**src/rtl/video_pattern_gen.sv**
```systemverilog
// Test-pattern source for the hdmi core: five patterns, debounced button advance, 1-cycle rgb latency.
// Defining VIDEO_PATTERN_AUTO_CYCLE_EN adds auto-advance every FRAMES_PER_PATTERN frames.
module video_pattern_gen #(
  parameter int unsigned BIT_WIDTH          = 10,
  parameter int unsigned BOX_SIZE           = 32,
  parameter int unsigned BOX_STEP           = 2,
  parameter int unsigned CHECK_SHIFT        = 5,
  parameter int unsigned DEBOUNCE_CYCLES    = 250000,
  parameter int unsigned FRAMES_PER_PATTERN = 300
) (
  input  logic                 clk_pixel,
  input  logic                 reset,
  input  logic                 btn_next,
  input  logic [BIT_WIDTH-1:0] cx,
  input  logic [BIT_WIDTH-1:0] cy,
  input  logic [BIT_WIDTH-1:0] screen_start_x,
  input  logic [BIT_WIDTH-1:0] screen_start_y,
  input  logic [BIT_WIDTH-1:0] screen_width,
  input  logic [BIT_WIDTH-1:0] screen_height,
  output logic [23:0]          rgb,
  output logic [2:0]           pattern_id,
  output logic                 frame_tick
);
  localparam int unsigned BW  = BIT_WIDTH;
  localparam int unsigned DBW = (DEBOUNCE_CYCLES > 1) ? $clog2(DEBOUNCE_CYCLES) : 1;
  localparam logic [DBW-1:0] DB_LAST = DBW'(DEBOUNCE_CYCLES - 1);
  localparam logic [BW:0]    BOX_W   = (BW+1)'(BOX_SIZE);
  localparam logic [BW:0]    STEP_W  = (BW+1)'(BOX_STEP);

  // Returns {direction, position} of one box axis after a frame step.
  function automatic logic [BW:0] box_axis(input logic [BW-1:0] pos, input logic dir,
                                           input logic [BW-1:0] extent);
    logic [BW:0] lim, p, nxt;
    logic        nd;
    lim = ({1'b0, extent} > BOX_W) ? ({1'b0, extent} - BOX_W) : '0;
    p   = {1'b0, pos};
    nd  = dir;
    if (dir) begin
      if (p + STEP_W > lim) begin
        nd  = 1'b0;
        nxt = (p >= STEP_W) ? p - STEP_W : '0;
      end else begin
        nxt = p + STEP_W;
      end
    end else begin
      if (p < STEP_W) begin
        nd  = 1'b1;
        nxt = p + STEP_W;
      end else begin
        nxt = p - STEP_W;
      end
    end
    if (nxt > lim) nxt = lim;
    return {nd, nxt[BW-1:0]};
  endfunction

  logic [1:0]    sync_q;
  logic [DBW-1:0] db_cnt_q, db_cnt_d;
  logic          db_q, db_d, pending_q, pending_d;
  logic [2:0]    pattern_q, pattern_d;
  logic          frame_tick_q, tick_now, advance, auto_adv;
  logic [BW-1:0] bx_q, bx_d, by_q, by_d, sub_q, sub_d;
  logic          dir_x_q, dir_x_d, dir_y_q, dir_y_d;
  logic [BW:0]   ax_n, ay_n;
  logic [2:0]    bar_q, bar_d;
  logic [23:0]   rgb_q, rgb_d, bar_rgb;
  logic [BW-1:0] x, y, bar_w;
  logic [8:0]    sum9;
  logic          active, in_box;

  assign tick_now = (cx == '0) && (cy == '0);
  assign advance  = tick_now && (pending_q || auto_adv);

`ifdef VIDEO_PATTERN_AUTO_CYCLE_EN
  localparam int unsigned FCW = (FRAMES_PER_PATTERN > 1) ? $clog2(FRAMES_PER_PATTERN) : 1;
  localparam logic [FCW-1:0] FC_LAST = FCW'(FRAMES_PER_PATTERN - 1);
  logic [FCW-1:0] fc_q, fc_d;

  assign auto_adv = tick_now && (fc_q == FC_LAST);

  always_comb begin
    fc_d = fc_q;
    if (tick_now) fc_d = advance ? '0 : fc_q + 1'b1;
  end

  always_ff @(posedge clk_pixel or posedge reset) begin
    if (reset) fc_q <= '0;
    else       fc_q <= fc_d;
  end
`else
  assign auto_adv = 1'b0;
`endif

  // Button: level accepted only after DEBOUNCE_CYCLES consecutive differing samples.
  always_comb begin
    db_d     = db_q;
    db_cnt_d = '0;
    if (sync_q[1] != db_q) begin
      if (db_cnt_q == DB_LAST) db_d = sync_q[1];
      else                     db_cnt_d = db_cnt_q + 1'b1;
    end
    pending_d = (pending_q && !tick_now) || (db_d && !db_q);
    pattern_d = pattern_q;
    if (advance) pattern_d = (pattern_q == 3'd4) ? 3'd0 : pattern_q + 3'd1;
  end

  // Box moves on every frame start regardless of the displayed pattern.
  always_comb begin
    ax_n    = box_axis(bx_q, dir_x_q, screen_width);
    ay_n    = box_axis(by_q, dir_y_q, screen_height);
    bx_d    = tick_now ? ax_n[BW-1:0] : bx_q;
    dir_x_d = tick_now ? ax_n[BW]     : dir_x_q;
    by_d    = tick_now ? ay_n[BW-1:0] : by_q;
    dir_y_d = tick_now ? ay_n[BW]     : dir_y_q;
  end

  always_comb begin
    x      = cx - screen_start_x;
    y      = cy - screen_start_y;
    active = (cx >= screen_start_x) && (cy >= screen_start_y);
    sum9   = x[8:0] + y[8:0];
    bar_w  = {3'b000, screen_width[BW-1:3]};
    in_box = ({1'b0, x} >= {1'b0, bx_d}) && ({1'b0, x} < {1'b0, bx_d} + BOX_W) &&
             ({1'b0, y} >= {1'b0, by_d}) && ({1'b0, y} < {1'b0, by_d} + BOX_W);
    // Bar index tracked by a run-length counter instead of dividing x by the bar width.
    sub_d = '0;
    bar_d = '0;
    if (x != '0) begin
      if (sub_q + 1'b1 >= bar_w) begin
        bar_d = (bar_q == 3'd7) ? 3'd7 : bar_q + 3'd1;
      end else begin
        sub_d = sub_q + 1'b1;
        bar_d = bar_q;
      end
    end
    case (bar_d)
      3'd0:    bar_rgb = 24'hFFFFFF;
      3'd1:    bar_rgb = 24'hFFFF00;
      3'd2:    bar_rgb = 24'h00FFFF;
      3'd3:    bar_rgb = 24'h00FF00;
      3'd4:    bar_rgb = 24'hFF00FF;
      3'd5:    bar_rgb = 24'hFF0000;
      3'd6:    bar_rgb = 24'h0000FF;
      default: bar_rgb = 24'h000000;
    endcase
    rgb_d = 24'h000000;
    if (active) begin
      case (pattern_d)
        3'd0: begin
          if (x == '0)      rgb_d = 24'hFF0000;
          else if (y == '0) rgb_d = 24'h00FF00;
          else if ((x == screen_width - 1'b1) || (y == screen_height - 1'b1))
                            rgb_d = 24'h0000FF;
        end
        3'd1: rgb_d = bar_rgb;
        3'd2: rgb_d = {x[7:0], y[7:0], sum9[8:1]};
        3'd3: rgb_d = (x[CHECK_SHIFT] ^ y[CHECK_SHIFT]) ? 24'hFFFFFF : 24'h000000;
        3'd4: rgb_d = in_box ? 24'hFFFFFF : 24'h000040;
        default: rgb_d = 24'h000000;
      endcase
    end
  end

  always_ff @(posedge clk_pixel or posedge reset) begin
    if (reset) begin
      sync_q       <= 2'b00;
      db_cnt_q     <= '0;
      db_q         <= 1'b0;
      pending_q    <= 1'b0;
      pattern_q    <= 3'd0;
      frame_tick_q <= 1'b0;
      bx_q         <= '0;
      by_q         <= '0;
      dir_x_q      <= 1'b1;
      dir_y_q      <= 1'b1;
      sub_q        <= '0;
      bar_q        <= 3'd0;
      rgb_q        <= 24'h000000;
    end else begin
      sync_q       <= {sync_q[0], btn_next};
      db_cnt_q     <= db_cnt_d;
      db_q         <= db_d;
      pending_q    <= pending_d;
      pattern_q    <= pattern_d;
      frame_tick_q <= tick_now;
      bx_q         <= bx_d;
      by_q         <= by_d;
      dir_x_q      <= dir_x_d;
      dir_y_q      <= dir_y_d;
      sub_q        <= sub_d;
      bar_q        <= bar_d;
      rgb_q        <= rgb_d;
    end
  end

  assign rgb        = rgb_q;
  assign pattern_id = pattern_q;
  assign frame_tick = frame_tick_q;
endmodule

```
**config.mk**
```make
export PLATFORM = sky130hd
export DESIGN_NAME = video_pattern_gen
export DESIGN_NICKNAME = d
export VERILOG_FILES = /design/src/rtl/video_pattern_gen.sv
export SDC_FILE = /design/constraint.sdc
export NUM_CORES = 1
export LEC_CHECK = 0
export BUFFER_PORTS_ARGS = -buffer_cell sky130_fd_sc_hd__buf_2
export CAP_MARGIN = 20
export CORE_UTILIZATION = 36
export CTS_BUF_LIST = sky130_fd_sc_hd__clkbuf_16
export DETAILED_ROUTE_END_ITERATION = 8
export GPL_TIMING_DRIVEN = 0
export SKIP_CTS_REPAIR_TIMING = 1
export SYNTH_ARGS = -nofsm -noshare
export SYNTH_HDL_FRONTEND = slang
export SYNTH_SLANG_ARGS = --single-unit
```
**constraint.sdc**
```tcl
create_clock -name clk_pixel -period 6.4 [get_ports clk_pixel]
set_clock_uncertainty 0.05 [all_clocks]
set_input_delay 1.92 -clock clk_pixel [delete_from_list [all_inputs] [get_ports clk_pixel]]
set_output_delay 1.92 -clock clk_pixel [all_outputs]
set_load 0.05 [all_outputs]
```
## Word-level counts from Yosys, hierarchy flattened

Index checks and enable logic that the tools add are counted.

- Bitwise operators: 1
- Equality and inequality tests: 16
- Reductions and logical operators: 19
- Mux-type cells: 39
- $lt $le $gt $ge: 17
- Add/subtract/negate cells: 17

Operators with widths:

| operator | number |
|---|---|
| case mux 24 bit (7 select lines) | 1 |
| case mux 24 bit (5 select lines) | 1 |
| 2-to-1 mux 11 bit | 10 |
| 2-to-1 mux 24 bit | 4 |
| 2-to-1 mux 10 bit | 6 |
| greater-than comparator 11 bit | 4 |
| >= comparator 10 bit | 4 |
| zero test 10 bit | 4 |
| 2-to-1 mux 18 bit | 2 |
| adder 10 x 2 -> 11 bit, second input constant | 2 |
| adder 10 x 6 -> 11 bit, second input constant | 2 |
| < comparator 10 x 11 -> 1 bit | 2 |
| subtractor 10 x 2 -> 11 bit, second input constant | 2 |
| subtractor 10 x 6 -> 11 bit, second input constant | 2 |
| equality test 10 bit | 2 |
| >= comparator 10 x 2 -> 1 bit, second input constant | 2 |
| greater-than comparator 10 x 6 -> 1 bit, second input constant | 2 |
| < comparator 10 x 2 -> 1 bit, second input constant | 2 |
| subtractor 10 x 1 -> 10 bit, second input constant | 2 |
| subtractor 10 bit | 2 |
| adder 18 x 1 -> 18 bit, second input constant | 1 |
| equality test 18 bit, second input constant | 1 |
| equality test 3 bit, second input constant | 6 |
| 2-to-1 mux 16 bit | 1 |
| other kinds (16) | 42 |

- Bits of input ports: 63
- Logic and storage cells: 122
- Bits in registers: 85
- Output and inout port bits: 28

## Depth between registers and ports, before layout

- Word-level depth: 16
- Mapped depth: 39
- Gate-level depth less buffers: 36

## Least setup slack after synthesis

Ideal clock, no wire load.

- Path kind: input port to flip-flop
- Start point: in screen_height[0]
- End point: reg rgb_q[21], in the netlist rgb[21]
- Cell stages on the path: 39
- Setup time: 0.082 ns
- Data required time: 6.268 ns
- Arrival time: 8.699 ns
- Path slack: -2.431 ns
- Path buffers: 3
- Cell sequence: inv_1 -> ha_1 -> nor4b_1 -> a31oi_1 -> or4_1 -> nor2b_1 -> inv_1 -> ha_1 -> a21oi_1 -> o21ai_1 -> a2111oi_2 -> o32a_2 -> nor2b_1 -> a211oi_1 -> a21oi_1 -> ha_1 -> nand3_1 -> nor4_1 -> (+3 left out) -> nor2_1 -> a21o_1 -> nand2_1 -> o21ai_0 -> inv_1 -> ha_1 -> nor2b_1 -> o21a_1 -> o21a_1 -> o21a_1 -> o21a_1 -> o211ai_1 -> a21o_1 -> a22oi_2 -> or2_1 -> buf_4 -> buf_6 -> a31oi_1

- Longest elaborated chain between the ends: 14
- Elaborated cells between the ends (all ways): 17
- Those cells by class: add/sub (2); order compare (5); mux (8); reduce/logical (2)

Ends and longest elaborated chain:

| what | line | text |
|---|---|---|
| from (decl) | 19 | `input logic [BIT_WIDTH-1:0] screen_height,` |
| subtractor 10 x 6 -> 11 bit or greater-than comparator 10 x 6 -> 1 bit (tied branches) | 35 | `lim = ({1'b0, extent} > BOX_W) ? ({1'b0, extent} - BOX_W) : '0;` |
| 2-to-1 mux 11 bit (*) | 35 |  |
| greater-than comparator 11 bit | 39 | `if (p + STEP_W > lim) begin` |
| 2-to-1 mux 11 bit | 39 |  |
| 2-to-1 mux 11 bit | 38 | `if (dir) begin` |
| greater-than comparator 11 bit | 53 | `if (nxt > lim) nxt = lim;` |
| 2-to-1 mux 10 bit (*) | 53 |  |
| 2-to-1 mux 10 bit (*) | 113 | `by_d = tick_now ? ay_n[BW-1:0] : by_q;` |
| net by_d[1] | 62 | `logic [BW-1:0] bx_q, bx_d, by_q, by_d, sub_q, sub_d;` |
| adder 10 x 6 -> 11 bit or >= comparator 10 bit (tied branches) | 124 | `({1'b0, y} >= {1'b0, by_d}) && ({1'b0, y} < {1'b0, by_d} + BOX_W);` |
| < comparator 10 x 11 -> 1 bit or logical AND 1 bit (tied branches) | 124, 123 |  |
| logical AND 1 bit (*) | 124 |  |
| 2-to-1 mux 24 bit (*) | 158 | `3'd4: rgb_d = in_box ? 24'hFFFFFF : 24'h000040;` |
| case mux 24 bit (5 select lines) (*) | 148 | `case (pattern_d)` |
| 2-to-1 mux 24 bit (*) | 147 | `if (active) begin` |
| net rgb_d[21] | 66 | `logic [23:0] rgb_q, rgb_d, bar_rgb;` |
| to (signal assigned) | 192 | `rgb_q <= rgb_d;` |
| to (decl) | 66 |  |

The timed path passes the listed nets; every way through them passes the cells marked *.
A chain may end at the register's enable or synchronous reset.

## Worst setup path after layout

- Start point: in screen_width[1]
- End point: reg rgb_q[22], in the netlist rgb[22]

- Longest elaborated chain between the ends: 16
- Elaborated cells between the ends (all ways): 18
- Those cells by class: add/sub (2); order compare (5); mux (8); reduce/logical (3)

Ends and longest elaborated chain:

| what | line | text |
|---|---|---|
| from (decl) | 18 | `input logic [BIT_WIDTH-1:0] screen_width,` |
| subtractor 10 x 6 -> 11 bit or greater-than comparator 10 x 6 -> 1 bit (tied branches) | 35 |  |
| 2-to-1 mux 11 bit (*) | 35 |  |
| greater-than comparator 11 bit | 39 |  |
| 2-to-1 mux 11 bit | 39 |  |
| 2-to-1 mux 11 bit | 38 |  |
| greater-than comparator 11 bit | 53 |  |
| 2-to-1 mux 10 bit (*) | 53 |  |
| 2-to-1 mux 10 bit (*) | 111 | `bx_d = tick_now ? ax_n[BW-1:0] : bx_q;` |
| adder 10 x 6 -> 11 bit | 123 | `in_box = ({1'b0, x} >= {1'b0, bx_d}) && ({1'b0, x} < {1'b0, bx_d} + BOX_W) &&` |
| < comparator 10 x 11 -> 1 bit | 123 |  |
| logical AND 1 bit (*) (2 in a row) | 123 |  |
| logical AND 1 bit (*) | 124 |  |
| 2-to-1 mux 24 bit (*) | 158 |  |
| case mux 24 bit (5 select lines) (*) | 148 |  |
| 2-to-1 mux 24 bit (*) | 147 |  |
| net rgb_d[22] | 66 |  |

Marked as above.

==> impl_results.rst <==
.. list-table::
   :header-rows: 1

   * - Metric
     - Value
   * - Placed wire-length estimate
     - 20700 µm
   * - Flip-flop and latch count after synthesis
     - 85
   * - Combinational share of power
     - 37.9%
   * - Number of antenna-violating nets in the routed design
     - 0
   * - Die Width
     - 162 µm
   * - RSZ-0062 raised after global routing
     - true
   * - Largest family of logic cells by synthesized area
     - simple AND/OR/NAND/NOR gates
   * - Crit end category
     - register
   * - Post-synth EDFFs
     - 0
   * - Sequential cell area
     - 2130 µm²
   * - Clock latency at the later pin of the worst-skew pair
     - 0.35 ns
   * - I/O pin cnt
     - 91
   * - Switching part of the total
     - 36.9%
   * - Root Buffer
     - sky130_fd_sc_hd__clkbuf_16
   * - Synth unique cells
     - 82
   * - Clock sinks
     - 85
   * - Average routed wire per standard cell
     - 16.7 µm
   * - Total congestion overflow after global routing
     - 0
   * - Leading register cell type out of synthesis
     - sky130_fd_sc_hd__dfrtp_1
   * - Cell accounting for the most synthesized area
     - sky130_fd_sc_hd__dfrtp_1
   * - Leakage component of the power
     - 5.18 nW
   * - Worst reg-to-reg path cell count
     - 36
   * - Peak supply drop
     - 0.131 mV
   * - Post-Place Setup Slack
     - -2.89 ns
   * - Top cells by area, synth
     - sky130_fd_sc_hd__dfrtp_1, sky130_fd_sc_hd__ha_1, sky130_fd_sc_hd__xnor2_1
   * - Category of the most critical setup path
     - input port to register
   * - Initial cell density of the core
     - 36.6%
   * - Startpoint of the most critical hold path
     - sync_q[0]$_DFF_PP0_
   * - Maximum number of pins on one net before global-route repair
     - 45
   * - Fraction of final layout cells with drive strength greater than 1
     - 21.3%
   * - Final Hold Vio Count
     - 0
   * - Share of async-settable or async-resettable flops after synthesis
     - 100%
   * - Number of max-slew violations in the final report
     - 0
   * - Number of buffers inserted by port buffering
     - 89
   * - Register clock-pin slew on the reported worst setup and hold paths
     - 0.07 ns
   * - Total inserted antenna cells
     - 0
   * - Maximum capacitance violations
     - 0
   * - Standard-cell rows
     - 58
   * - Register-to-Register Setup Slack
     - -0.93 ns
   * - Worst Setup Slack, final
     - -2.01 ns
   * - Vias in the first global route
     - 8047
   * - Area share of the largest cell type after synthesis
     - 22.7%
   * - Multiplexer fraction of the synthesized cell area
     - 1.73%
   * - Routability cong.
     - 0.923
   * - Number of clock buffers inserted by TritonCTS
     - 9
   * - Area of the multi-input gates
     - 7090 µm²
   * - Number of warnings issued by yosys
     - 0
   * - Syn Area/Cell
     - 8.19 µm²
   * - Count leader, synth
     - sky130_fd_sc_hd__ha_1
   * - Die Y
     - 162 µm
   * - Data required time of the critical path
     - 6.57 ns
   * - Number of standard cells after synthesis
     - 1118
   * - RR Endpoint
     - rgb[22]$_DFF_PP0_
   * - Area of the mapped netlist
     - 9160 µm²
   * - Drt first-iter violations
     - 580
   * - Origin of the critical flop-to-flop path
     - by_q[4]$_DFF_PP0_
   * - Detailed Route WL
     - 26500 µm
   * - Cell internal pwr
     - 1.19 mW
   * - Crit-path max cell delay
     - 0.49 ns
   * - Crit share post-route
     - 131%
   * - DRC
     - 0
   * - H-tree Lvls
     - 3
   * - Worst-margin pin slew
     - 1.05 ns
   * - Number of antenna violations at the first check in global routing
     - 1
   * - Outcome
     - complete, but fails checks
   * - Synthesized-area fraction occupied by adder cells
     - 17.6%
   * - Share of the synthesized netlist area taken by xor and xnor gates
     - 9.63%
   * - Portion of the post-synthesis area used by sequential elements
     - 23.3%
   * - Clock share of power
     - 31.8%
   * - Total vias in the final route
     - 8711
   * - Net total in the final layout
     - 1443
   * - Total iterations of the first detailed-routing run
     - 6
   * - Compound-gate portion of the synthesized area
     - 20.8%
   * - Maximum clock frequency
     - 119 MHz
   * - Standard cell with the maximum stage delay on the critical path
     - sky130_fd_sc_hd__or4b_4
   * - GR Util All Layers
     - 19.8%
   * - Final setup fails
     - 26
   * - Critical path peak fanout
     - 8
   * - Layout-stage area growth over the synthesis result
     - 23.4%
   * - Routed via count divided by cell count
     - 5.49
   * - Hold Path End
     - sync_q[1]$_DFF_PP0_
   * - CP arrival
     - 8.57 ns
   * - Ratio of total power to cell area
     - 167 nW/µm²
   * - Path type of the worst min-delay path
     - register to register
   * - Element type at the critical path start
     - input port
   * - Violations in the final reports
     - setup timing
   * - Wire length of the first global-routing pass
     - 41000 µm
   * - Seq pwr share
     - 30.3%
   * - Leading post-synthesis cells by instance count
     - sky130_fd_sc_hd__ha_1, sky130_fd_sc_hd__inv_1, sky130_fd_sc_hd__nor2_1, sky130_fd_sc_hd__dfrtp_1
   * - Net Sw Power
     - 696 µW
   * - Worst rel slew slack
     - 29.7%
   * - Total core area
     - 25000 µm²
   * - Synth Area in Simple Gates
     - 21.3%
   * - Hold WS
     - 0.316 ns
   * - Hold Path Stages
     - 0
   * - Clock tree from TritonCTS
     - done
   * - Final total power
     - 1.89 mW
   * - DIE AREA
     - 26100 µm²
   * - Shortest clock period the worst path allows after layout
     - 8.41 ns
   * - Filler Cell Count
     - 2473
   * - Maximum clock path buffer count
     - 2
cell usage in the layout, fill, tap and decap left out, types with 20 or more instances in the layout:
master	n
sky130_fd_sc_hd__buf_2	95
sky130_fd_sc_hd__clkbuf_1	22
sky130_fd_sc_hd__dfrtp_1	83
sky130_fd_sc_hd__buf_4	30
sky130_fd_sc_hd__xnor2_1	60
sky130_fd_sc_hd__inv_1	82
sky130_fd_sc_hd__nand2_1	74
sky130_fd_sc_hd__xor2_1	33
sky130_fd_sc_hd__a21o_1	24
sky130_fd_sc_hd__nand3_1	46
sky130_fd_sc_hd__ha_1	114
sky130_fd_sc_hd__nor2_1	84
sky130_fd_sc_hd__o21ai_0	35
sky130_fd_sc_hd__nor3_1	25
sky130_fd_sc_hd__a21oi_1	65
sky130_fd_sc_hd__nand4_1	20
state kept, by name, summed over array words and instances, names as in the netlist, 2 cells and up:
name and flops:
bar_q 3, by_q 10, bx_q 10, sub_q 10, pattern_id 3, db_cnt_q 18
sync_q 2, rgb 24
final cells by class:
type | instances | area share, %
clock buffers | 9 | 1.99
clock inverters | 7 | 0.930
flip-flops and latches | 85 | 18.8
multi-input cells | 905 | 62.7
inverters | 92 | 3.23
plain buffers | 38 | 1.85
repair buffers | 122 | 6.81
well taps | 330 | 3.65
worst max-delay path by stage:
stage | start | to | slack, ns | cells after the start
global placement | screen_width[0] | rgb[22]$_DFF_PP0_ | -2.85 | 38
CTS | screen_width[1] | rgb[22]$_DFF_PP0_ | -2.53 | 38
floorplan | screen_height[1] | rgb[22]$_DFF_PP0_ | -1.65 | 37
detailed placement | screen_width[1] | rgb[22]$_DFF_PP0_ | -2.89 | 38
global route | screen_width[0] | rgb[15]$_DFF_PP0_ | -2.33 | 39
finish | screen_width[1] | rgb[22]$_DFF_PP0_ | -2.01 | 39
routing by layer:
metal	part of all wire (%)	routed length, µm	track usage [%]
met5	0.057	15	0
met4	1.8	480	6.69
met3	5.6	1480	3.06
met2	46	12200	31.8
met1	47	12300	26.9
worst max-delay path, delay by kind of cell:
| kind | cells | cell delay (ns) |
|---|---|---|
| AO/OA/AOI/OAI | 16 | 2.69 |
| buffers and inverters | 6 | 0.81 |
| multiplexers | 2 | 0.55 |
| adder cells (fa/ha/maj) | 4 | 0.81 |
| AND/OR/NAND/NOR | 11 | 1.77 |
power groups by stage:
stage	logic [mW]	registers, mW	clock network [mW]
6_report	0.716	0.572	0.601
5_1_grt	0.798	0.575	0.632
4_1_cts	0.679	0.572	0.615
3_5_place_dp	0.675	0.583	0
3_3_place_gp	0.663	0.583	0
2_1_floorplan	0.444	0.640	0
logic make-up after synthesis:
family | count (synthesis)
other | 1
adders and majority gates | 127
xor gates and xnor gates | 96
DFF | 85
and+or+nand+nor | 379
muxes | 15
AOI/OAI and AO/OA | 285
buffers and inverters | 130
per-stage QoR:
| stage | TNS, ns | cell area [µm²] | cells | utilization (%) |
|---|---|---|---|---|
| after floorplan | -35.29 | 9420 | 1120 | - |
| after global placement | -73.43 | 10300 | 1539 | 41.1 |
| after detailed placement | -74.84 | 10300 | 1540 | 41.1 |
| after CTS | -59.37 | 10600 | 1556 | 42.5 |
| after global routing | -55.40 | 11300 | 1588 | 45.1 |
| final | -45.20 | 11300 | 1588 | 45.1 |
Power figures use the tool's default switching activity.
